[config.mk]
export PLATFORM = sky130hd
export DESIGN_NAME = ar_multicore_agu
export DESIGN_NICKNAME = d
export VERILOG_FILES = /design/src/rtl/ar_multicore_agu_pkg.sv /design/src/rtl/ar_multicore_agu_burst_fsm.sv /design/src/rtl/ar_multicore_agu.sv
export SDC_FILE = /design/constraint.sdc
export NUM_CORES = 1
export LEC_CHECK = 0
export CAP_MARGIN = 20
export CELL_PAD_IN_SITES_DETAIL_PLACEMENT = 1
export CELL_PAD_IN_SITES_GLOBAL_PLACEMENT = 1
export CORE_ASPECT_RATIO = 0.8
export CORE_MARGIN = 2
export CORE_UTILIZATION = 32
export DETAILED_ROUTE_END_ITERATION = 8
export PLACE_DENSITY_LB_ADDON = 0.1
export SLEW_MARGIN = 20
export SYNTH_ARGS = -nofsm -noshare
export SYNTH_HDL_FRONTEND = slang
export SYNTH_SLANG_ARGS = --single-unit
[constraint.sdc]
create_clock -name clk -period 5.7 [get_ports clk]
set_clock_uncertainty 0.1 [all_clocks]
set_input_delay 1.425 -clock clk [delete_from_list [all_inputs] [get_ports clk]]
set_output_delay 1.425 -clock clk [all_outputs]
set_load 0.05 [all_outputs]
[src/rtl/ar_multicore_agu_pkg.sv]
// Shared definitions for the multicore address generator: burst FSM states,
// default widths and the per-step base increment.
package ar_pkg;

  typedef enum logic [1:0] {
    ST_IDLE = 2'd0,
    ST_RUN  = 2'd1,
    ST_DONE = 2'd2
  } state_e;

  localparam int unsigned DEF_WIDTH = 16;
  localparam int unsigned DEF_CNT_W = 8;

  // Base advances past every lane in one step so consecutive steps never overlap.
  function automatic int unsigned calc_step(input int unsigned n_cores,
                                            input int unsigned core_stride);
    return n_cores * core_stride;
  endfunction

endpackage

[src/rtl/ar_multicore_agu_burst_fsm.sv]
// Self-timed burst sequencer: IDLE -> RUN (LEN cycles of step_en) -> DONE -> IDLE.
// BUSY/DONE are registered; WR aborts to IDLE with no DONE pulse.
module ar_burst_fsm
  import ar_pkg::*;
#(
  parameter int unsigned CNT_W = DEF_CNT_W
) (
  input  logic             clk,
  input  logic             rst,
  input  logic             wr,
  input  logic             burst_start,
  input  logic [CNT_W-1:0] burst_len,
  output logic             step_en,
  output logic             idle,
  output logic             busy,
  output logic             done
);

  state_e           state_q, state_d;
  logic [CNT_W-1:0] count_q, count_d;
  logic             busy_q, busy_d;
  logic             done_q, done_d;

  always_comb begin
    state_d = state_q;
    count_d = count_q;
    busy_d  = 1'b0;
    done_d  = 1'b0;
    if (wr) begin
      state_d = ST_IDLE;
      count_d = '0;
    end else begin
      case (state_q)
        ST_IDLE: begin
          if (burst_start) begin
            if (burst_len != '0) begin
              count_d = burst_len;
              state_d = ST_RUN;
              busy_d  = 1'b1;
            end else begin
              state_d = ST_DONE;
              done_d  = 1'b1;
            end
          end
        end
        ST_RUN: begin
          count_d = count_q - CNT_W'(1);
          if (count_q == CNT_W'(1)) begin
            state_d = ST_DONE;
            done_d  = 1'b1;
          end else begin
            busy_d = 1'b1;
          end
        end
        default: state_d = ST_IDLE;
      endcase
    end
  end

  always_ff @(posedge clk) begin
    if (rst) begin
      state_q <= ST_IDLE;
      count_q <= '0;
      busy_q  <= 1'b0;
      done_q  <= 1'b0;
    end else begin
      state_q <= state_d;
      count_q <= count_d;
      busy_q  <= busy_d;
      done_q  <= done_d;
    end
  end

  assign step_en = (state_q == ST_RUN);
  assign idle    = (state_q == ST_IDLE);
  assign busy    = busy_q;
  assign done    = done_q;

endmodule

[src/rtl/ar_multicore_agu.sv]
// Base address register fanned out to N_CORES lanes (lane i = base + i*CORE_STRIDE),
// with single-step INC, self-timed bursts and a sticky carry-out flag; lanes follow base with zero latency.
module ar_multicore_agu
  import ar_pkg::*;
#(
  parameter int unsigned WIDTH       = DEF_WIDTH,
  parameter int unsigned N_CORES     = 4,
  parameter int unsigned CORE_STRIDE = 1,
  parameter int unsigned CNT_W       = DEF_CNT_W
) (
  input  logic                     clk,
  input  logic                     rst,
  input  logic [WIDTH-1:0]         BIN,
  input  logic                     WR,
  input  logic                     INC,
  input  logic                     BURST_START,
  input  logic [CNT_W-1:0]         BURST_LEN,
  output logic [N_CORES*WIDTH-1:0] DMADDR,
  output logic                     BUSY,
  output logic                     DONE,
  output logic                     OVF
);

  localparam logic [WIDTH-1:0] STEP = WIDTH'(calc_step(N_CORES, CORE_STRIDE));

  logic [WIDTH-1:0] base_q, base_d;
  logic             ovf_q, ovf_d;
  logic [WIDTH:0]   sum;
  logic             step_en, idle, inc_en;

  ar_burst_fsm #(.CNT_W(CNT_W)) u_fsm (
    .clk         (clk),
    .rst         (rst),
    .wr          (WR),
    .burst_start (BURST_START),
    .burst_len   (BURST_LEN),
    .step_en     (step_en),
    .idle        (idle),
    .busy        (BUSY),
    .done        (DONE)
  );

  // A burst start in IDLE takes the edge, so a coincident INC is dropped.
  assign inc_en = INC && idle && !BURST_START;

  always_comb begin
    sum    = {1'b0, base_q} + {1'b0, STEP};
    base_d = base_q;
    ovf_d  = ovf_q;
    if (WR) begin
      base_d = BIN;
      ovf_d  = 1'b0;
    end else if (step_en || inc_en) begin
      base_d = sum[WIDTH-1:0];
      if (sum[WIDTH]) ovf_d = 1'b1;
    end
  end

  always_ff @(posedge clk) begin
    if (rst) begin
      base_q <= '0;
      ovf_q  <= 1'b0;
    end else begin
      base_q <= base_d;
      ovf_q  <= ovf_d;
    end
  end

  for (genvar i = 0; i < N_CORES; i++) begin : g_lane
    assign DMADDR[i*WIDTH +: WIDTH] = base_q + WIDTH'(i * CORE_STRIDE);
  end

  assign OVF = ovf_q;

endmodule
==> results.py <==
metrics = {
    "die": {
        "die_area_um2": 7840,
        "start_util": 0.332,
        "die_h_um": 79.6,
        "fp.dieW_um": 98.5,
        "coreArea_um2": 6890,
        "pin_count": 96,
        "rows": 27,
    },
    "global_route": {
        "met1_usage": 0.292,
        "grt_usage": 0.205,
        "grt_pass1_wl_um": 12800,
        "top_usage_layer": "met2",
        "grt_pass1_vias": 2439,
        "antenna_found_initial": 0,
        "use_met2": 0.305,
        "grt_use_met3": 0.0499,
        "grt_overflow": 0,
        "grt_max_degree": 22,
    },
    "logic_synthesis": {
        "synth_cell_type_count": 52,
        "synth_top_family_by_area": "simple AND/OR/NAND/NOR gates",
        "synthTopCellsByArea": "dfxtp_1 25%, xnor2_1 9.6%, xor2_1 6.5%",
        "synth.ff_latch_count": 29,
        "netlist.area_leader.share": 0.254,
        "synthArstFlopShare": 0,
        "synthesis.nets": 333,
        "yosysWarnings": 0,
        "yosysTopAreaCell": "dfxtp_1",
        "synth_mux_area_frac": 0.0131,
        "synthSimpleGateAreaFrac": 0.245,
        "synth_edf_count": 0,
        "syn-cell-area_um2": 2280,
        "synth_compound_area_frac": 0.196,
        "synthCells": 297,
        "synth_area_per_cell_um2": 7.69,
        "yosysSeqAreaShare": 0.254,
        "ys.flop_type": "dfxtp_1",
        "synthAdderAreaFrac": 0.0383,
        "synth-xor-area-share": 0.161,
    },
    "pwr": {
        "seqPwrFrac": 0.317,
        "p_comb_frac": 0.389,
        "swShare": 0.396,
        "internal_power_w": 0.000465,
        "p_leak_nw": 1.21,
        "p_sw_w": 0.000305,
        "p_per_area_nw_per_um2": 232,
        "clock_power_share": 0.294,
        "irDropWorstVdd_v": 0.0000996,
    },
    "sta": {
        "hold_viol": 0,
        "relSlewSlack": 0.444,
        "tns_ps": 0,
        "final_max_slew_viol_count": 0,
        "setup_viol": 0,
        "final.min_clock_period_ps": 4620,
        "fin_crit_sh": 0.810,
        "max_freq_mhz": 217,
        "rsz0062_at_grt": "false",
        "tightest_slew_ps": 831,
    },
    "worst_setup_path": {
        "crit_required_ps": 4180,
        "path_depth": 6,
        "path_max_fanout": 10,
        "critPathLaunchType": "flop",
        "path_delay_family": "buffers and inverters",
        "critPathMaxStageDelay_ps": 820,
        "crit_path_top_delay_cell": "clkdlybuf4s50_1",
        "path_buf_inv": 1,
        "rrSetupSlack_ps": 3420,
        "cp_cell_sequence": "ha_1 > a21oi_1 > nor3_1 > nand3_1 > xnor2_1 > clkdlybuf4s50_1",
        "reg2reg_from": "base_q[3]$_SDFFE_PP0P_",
        "path_class": "reg -> out",
        "r2r-end": "base_q[12]$_SDFFE_PP0P_",
        "ff2ff_path_depth": 5,
        "arrival_ps": 3090,
        "worstSetupEndpointType": "output pin",
    },
    "routing": {
        "drc": 0,
        "drt_first_pass_iters": 4,
        "ant_nets": 0,
        "first_iter_violations": 69,
        "wire_per_inst_um": 17.0,
        "routed_via_density": 5.32,
        "routed_wl_um": 7790,
        "num_vias": 2435,
    },
    "layout": {
        "seq_area_um2": 581,
        "drive_above_1_share": 0.0377,
        "n_fill_cell": 836,
        "diodes": 0,
        "multi_input_area_um2": 1500,
        "fin_nets": 406,
        "syn_to_final_growth_pct": 45.4,
        "stdcell_count": 458,
    },
    "placement": {
        "hpwlAfterDp_um": 5990,
        "port_buffers": 95,
        "routabilityCongestion": 0.810,
        "dp_cells": 450,
    },
    "clock_network": {
        "cts_hold_buf": 0,
        "htreeDepth": 2,
        "post_cts_buffers": 0,
        "path_clk_slew_ps": 60,
        "clkSinkCount": 29,
        "root_buffer": "clkbuf_8",
        "ctsResizeCount": 0,
        "clock_path_buffers": 2,
        "cts_buffers": 5,
        "cts_tree": "done",
        "clk-insertion-delay-late_ps": 290,
    },
    "hold_path": {
        "min_delay_worst_endpoint": "u_fsm.count_q[6]$_SDFFE_PP0P_",
        "hp-class": "reg -> reg",
        "min_from": "u_fsm.count_q[6]$_SDFFE_PP0P_",
        "whs_path_depth": 2,
    },
    "flow_run": {
        "cap_violations": 0,
    },
    "outcome": {
        "status": "completed",
    },
}
cells in the mapped netlist, types with 2 or more instances:
master,count
a2111oi_0,5
a211oi_1,8
a21oi_1,11
a311oi_1,5
a31oi_1,3
a41oi_1,2
and3_1,2
and4_1,7
buf_1,3
buf_2,9
buf_4,5
clkbuf_1,12
dfxtp_1,29
ha_1,7
inv_1,16
mux2i_1,3
nand2_1,23
nand2b_1,4
nand3_1,8
nand4_1,5
nor2_1,28
nor2b_1,3
nor3_1,8
nor4_1,4
o21ai_0,5
o22ai_1,5
o31a_1,2
o31ai_1,5
or3_1,3
or4_1,5
xnor2_1,25
xor2_1,17
layout make-up:
class | count | area share
timing repair buffer | 96 | 0.289
clock buffer | 7 | 0.0260
sequential | 29 | 0.175
clock inverter | 1 | 0.00904
tap | 87 | 0.0328
multi-input combinational | 222 | 0.451
inverter | 16 | 0.0181
metrics by stage:
step | area [um^2] | total power [W] | util | hold WS (ps) | setup WS, ps
after global placement | 3200 | 0.000544 | 0.465 | 356 | 1500
final | 3320 | 0.000770 | 0.482 | 382 | 1080
after global routing | 3320 | 0.000809 | 0.482 | 405 | 873
after detailed placement | 3200 | 0.000548 | 0.465 | 376 | 1400
after floorplan | 2280 | 0.000441 | - | 341 | 1420
after CTS | 3320 | 0.000778 | 0.481 | 389 | 1090
state kept, by name, indices dropped and copies added (netlist names):
name / count
u_fsm.state_q: 2
u_fsm.busy: 1
OVF: 1
u_fsm.done: 1
base_q: 16
u_fsm.count_q: 8
cells in the final DEF, fill, tap and decap left out, types with 6 or more instances in the layout:
cell             netlist  final
a211oi_1               8      8
and4_1                 7      7
dfxtp_1               29     29
nand3_1                8      8
xor2_1                17     17
inv_1                 16     16
ha_1                   7      7
nor2_1                28     28
nand2_1               23     23
clkbuf_8               0      6
a21oi_1               11     10
xnor2_1               25     25
clkdlybuf4s50_1        0     95
nor3_1                 8      8
worst max path at each step:
stage,from,endpoint,slack (ps)
2_1_floorplan,base_q[2]$_SDFFE_PP0P_,DMADDR[46],1420
4_1_cts,base_q[1]$_SDFFE_PP0P_,DMADDR[59],1090
5_1_grt,base_q[1]$_SDFFE_PP0P_,DMADDR[59],870
6_report,base_q[1]$_SDFFE_PP0P_,DMADDR[59],1080
3_5_place_dp,base_q[1]$_SDFFE_PP0P_,DMADDR[59],1400
3_3_place_gp,base_q[1]$_SDFFE_PP0P_,DMADDR[59],1500
metal layers:
metal / up-vias / part of all wire
met5: - / 0
met1: 1161 / 0.51
met3: 6 / 0.061
met4: 0 / 0.011
met2: 65 / 0.42
li1: 1203 / -
kinds of logic after synthesis:
logic type,Yosys count
xor gates and xnor gates,42
adders and majority gates,7
DFF,29
AOI/OAI and AO/OA,63
and+or+nand+nor,107
buffers and inverters,46
muxes,3
power by group through the flow:
stage                     registers, W  logic, W  clock network, W
final                         0.000244  0.000299          0.000226
after global routing          0.000247  0.000316          0.000245
after CTS                     0.000244  0.000301          0.000233
after detailed placement      0.000248  0.000300                 0
after global placement        0.000247  0.000297                 0
after floorplan               0.000257  0.000185                 0
tightest hold or removal path, delay by kind of cell (launching register included):
family | cells | cell delay, ps
flip-flops | 1 | 310
AO/OA/AOI/OAI | 2 | 120
No activity file was read; power rests on OpenSTA's default activity.
==> RTL change: new RTL, same flow settings <==
Set the parameter `N_CORES` to 8 (it was 4).
--- a/src/rtl/ar_multicore_agu.sv
+++ b/src/rtl/ar_multicore_agu.sv
@@ -4,7 +4,7 @@
   import ar_pkg::*;
 #(
   parameter int unsigned WIDTH       = DEF_WIDTH,
-  parameter int unsigned N_CORES     = 4,
+  parameter int unsigned N_CORES     = 8,
   parameter int unsigned CORE_STRIDE = 1,
   parameter int unsigned CNT_W       = DEF_CNT_W
 ) (
Interface: changed (resized DMADDR); port bits go from 96 to 160. No check against the original RTL was run, so the function may have changed too.
==> RTL change against the original RTL <==
Synthesized area up 33%. Cell area up 43%. Clock power up 22%. Die area up 31%. Routed wire length up 46%. Sequential cell count unchanged. Setup slack worse by 0.16 ns. The run now ends with DRC left. Core utilization up 3.6 points. Power up 39%.
==> RTL change: results (changes against the original RTL) <==
Worst Setup SP base_q[2] (was base_q[1]); core footprint 9150 sq um (was 6890 sq um); post-synthesis compound-gate area fraction 0.134 (was 0.196); Post-Synth Adder-Cell Area 0.0494 (was 0.0383); syn_nets 456 (was 333); M2 GR Usage 0.390 (was 0.305); Cells after DPL 651 (was 450); Worst Hold End OVF (was u_fsm.count_q[6]); Total GRT Usage 0.220 (was 0.205); Cells after Synth 415 (was 297); # fillers 1129 (was 836); power consumed by sequential cells 253 uW (was 244 uW); Seq area share 0.122 (was 0.175); worst flop-to-flop path endpoint base_q[15] (was base_q[12]); DP Worst Slack 1.17 ns (was 1.40 ns); sequential cell count 29 (unchanged); placed cell area 4590 sq um (was 3200 sq um); clk root buf clkbuf_16 (was clkbuf_8); CP Max Fanout 14 (was 10); failing checks DRC; Pleak 1.85 nW (was 1.21 nW); Vias 3345 (was 2435); main area contributors after synthesis dfxtp_1 19%, xor2_1 16%, xnor2_1 11%, nor2_1 7.4%, ha_1 4.9% (was dfxtp_1 25%, xnor2_1 9.6%, xor2_1 6.5%, nor2_1 4.6%, ha_1 3.8%); clock network area share 0.0332 (was 0.0350); 1st-pass router iterations 7 (was 4); Worst Hold Depth 1 (was 2); Layout non-clock buf frac 0.339 (was 0.289); met1 GRT Util 0.289 (was 0.292); # DRC 14 (was 0); P_clk 276 uW (was 226 uW); post-synthesis mux area share 0.0132 (was 0.0131); first-pass GRT wire length 18400 um (was 12800 um); Nets 584 (was 406); Worst EP arrival 3.25 ns (was 3.09 ns); Post-synth top cells 60 x nor2_1, 57 x xor2_1, 39 x xnor2_1 (was 29 x dfxtp_1, 28 x nor2_1, 25 x xnor2_1); DRT Wirelength 11400 um (was 7790 um); largest net degree at the start of global routing 26 (was 22); DRT met1 WL 5290 um (was 3950 um); cells on worst reg2reg path 6 (was 5); Non-clock buffers 161 (was 96); Reg power frac 0.237 (was 0.317); worst-margin pin slew 0.766 ns (was 0.831 ns); layout cells sized above 1 0.0276 (was 0.0377); number of global-route vias before repair 3450 (was 2439); R2R Setup Slk 3.07 ns (was 3.42 ns); # port buffers 159 (was 95); RePlAce Congestion 0.860 (was 0.810); met3 Use GR 0.0354 (was 0.0499); final cell count without fillers 659 (was 458); multi-input combinational area share 0.462 (was 0.451); Sw Ratio 0.456 (was 0.396); Inverters excl. clock 17 (was 16); drt initial violations 157 (was 69); Synth cell types 50 (was 52); status finished with violations (was complete, no violations); hold slack 0.401 ns (was 0.382 ns); XOR/XNOR share of the synthesized area 0.277 (was 0.161); asr flop ratio synth 0 (unchanged)
-- RTL change: cell count changes in the layout (fill, tap and decap cells not counted), moves of 8 or more --
cell,unedited run,this run
xnor2_1,25,39
clkdlybuf4s50_1,95,159
nor2_1,28,60
nand2_1,23,35
o21ai_0,5,13
xor2_1,17,57
-- RTL change: logic make-up after synthesis --
| group | Yosys count |
|---|---|
| buffers and inverters | 57 |
| multiplexers | 4 |
| adder cells (fa/ha/maj) | 12 |
| AND/OR/NAND/NOR | 158 |
| AO/OA/AOI/OAI | 59 |
| XOR/XNOR | 96 |
| flip-flops | 29 |
-- RTL change: worst max-delay path by stage --
stage                        endpoint  slack [ns]
after floorplan           DMADDR[120]        1.16
after global placement    DMADDR[126]        1.24
after detailed placement  DMADDR[126]        1.17
after CTS                 DMADDR[126]        0.86
after global routing      DMADDR[126]        0.68
final                     DMADDR[126]        0.92
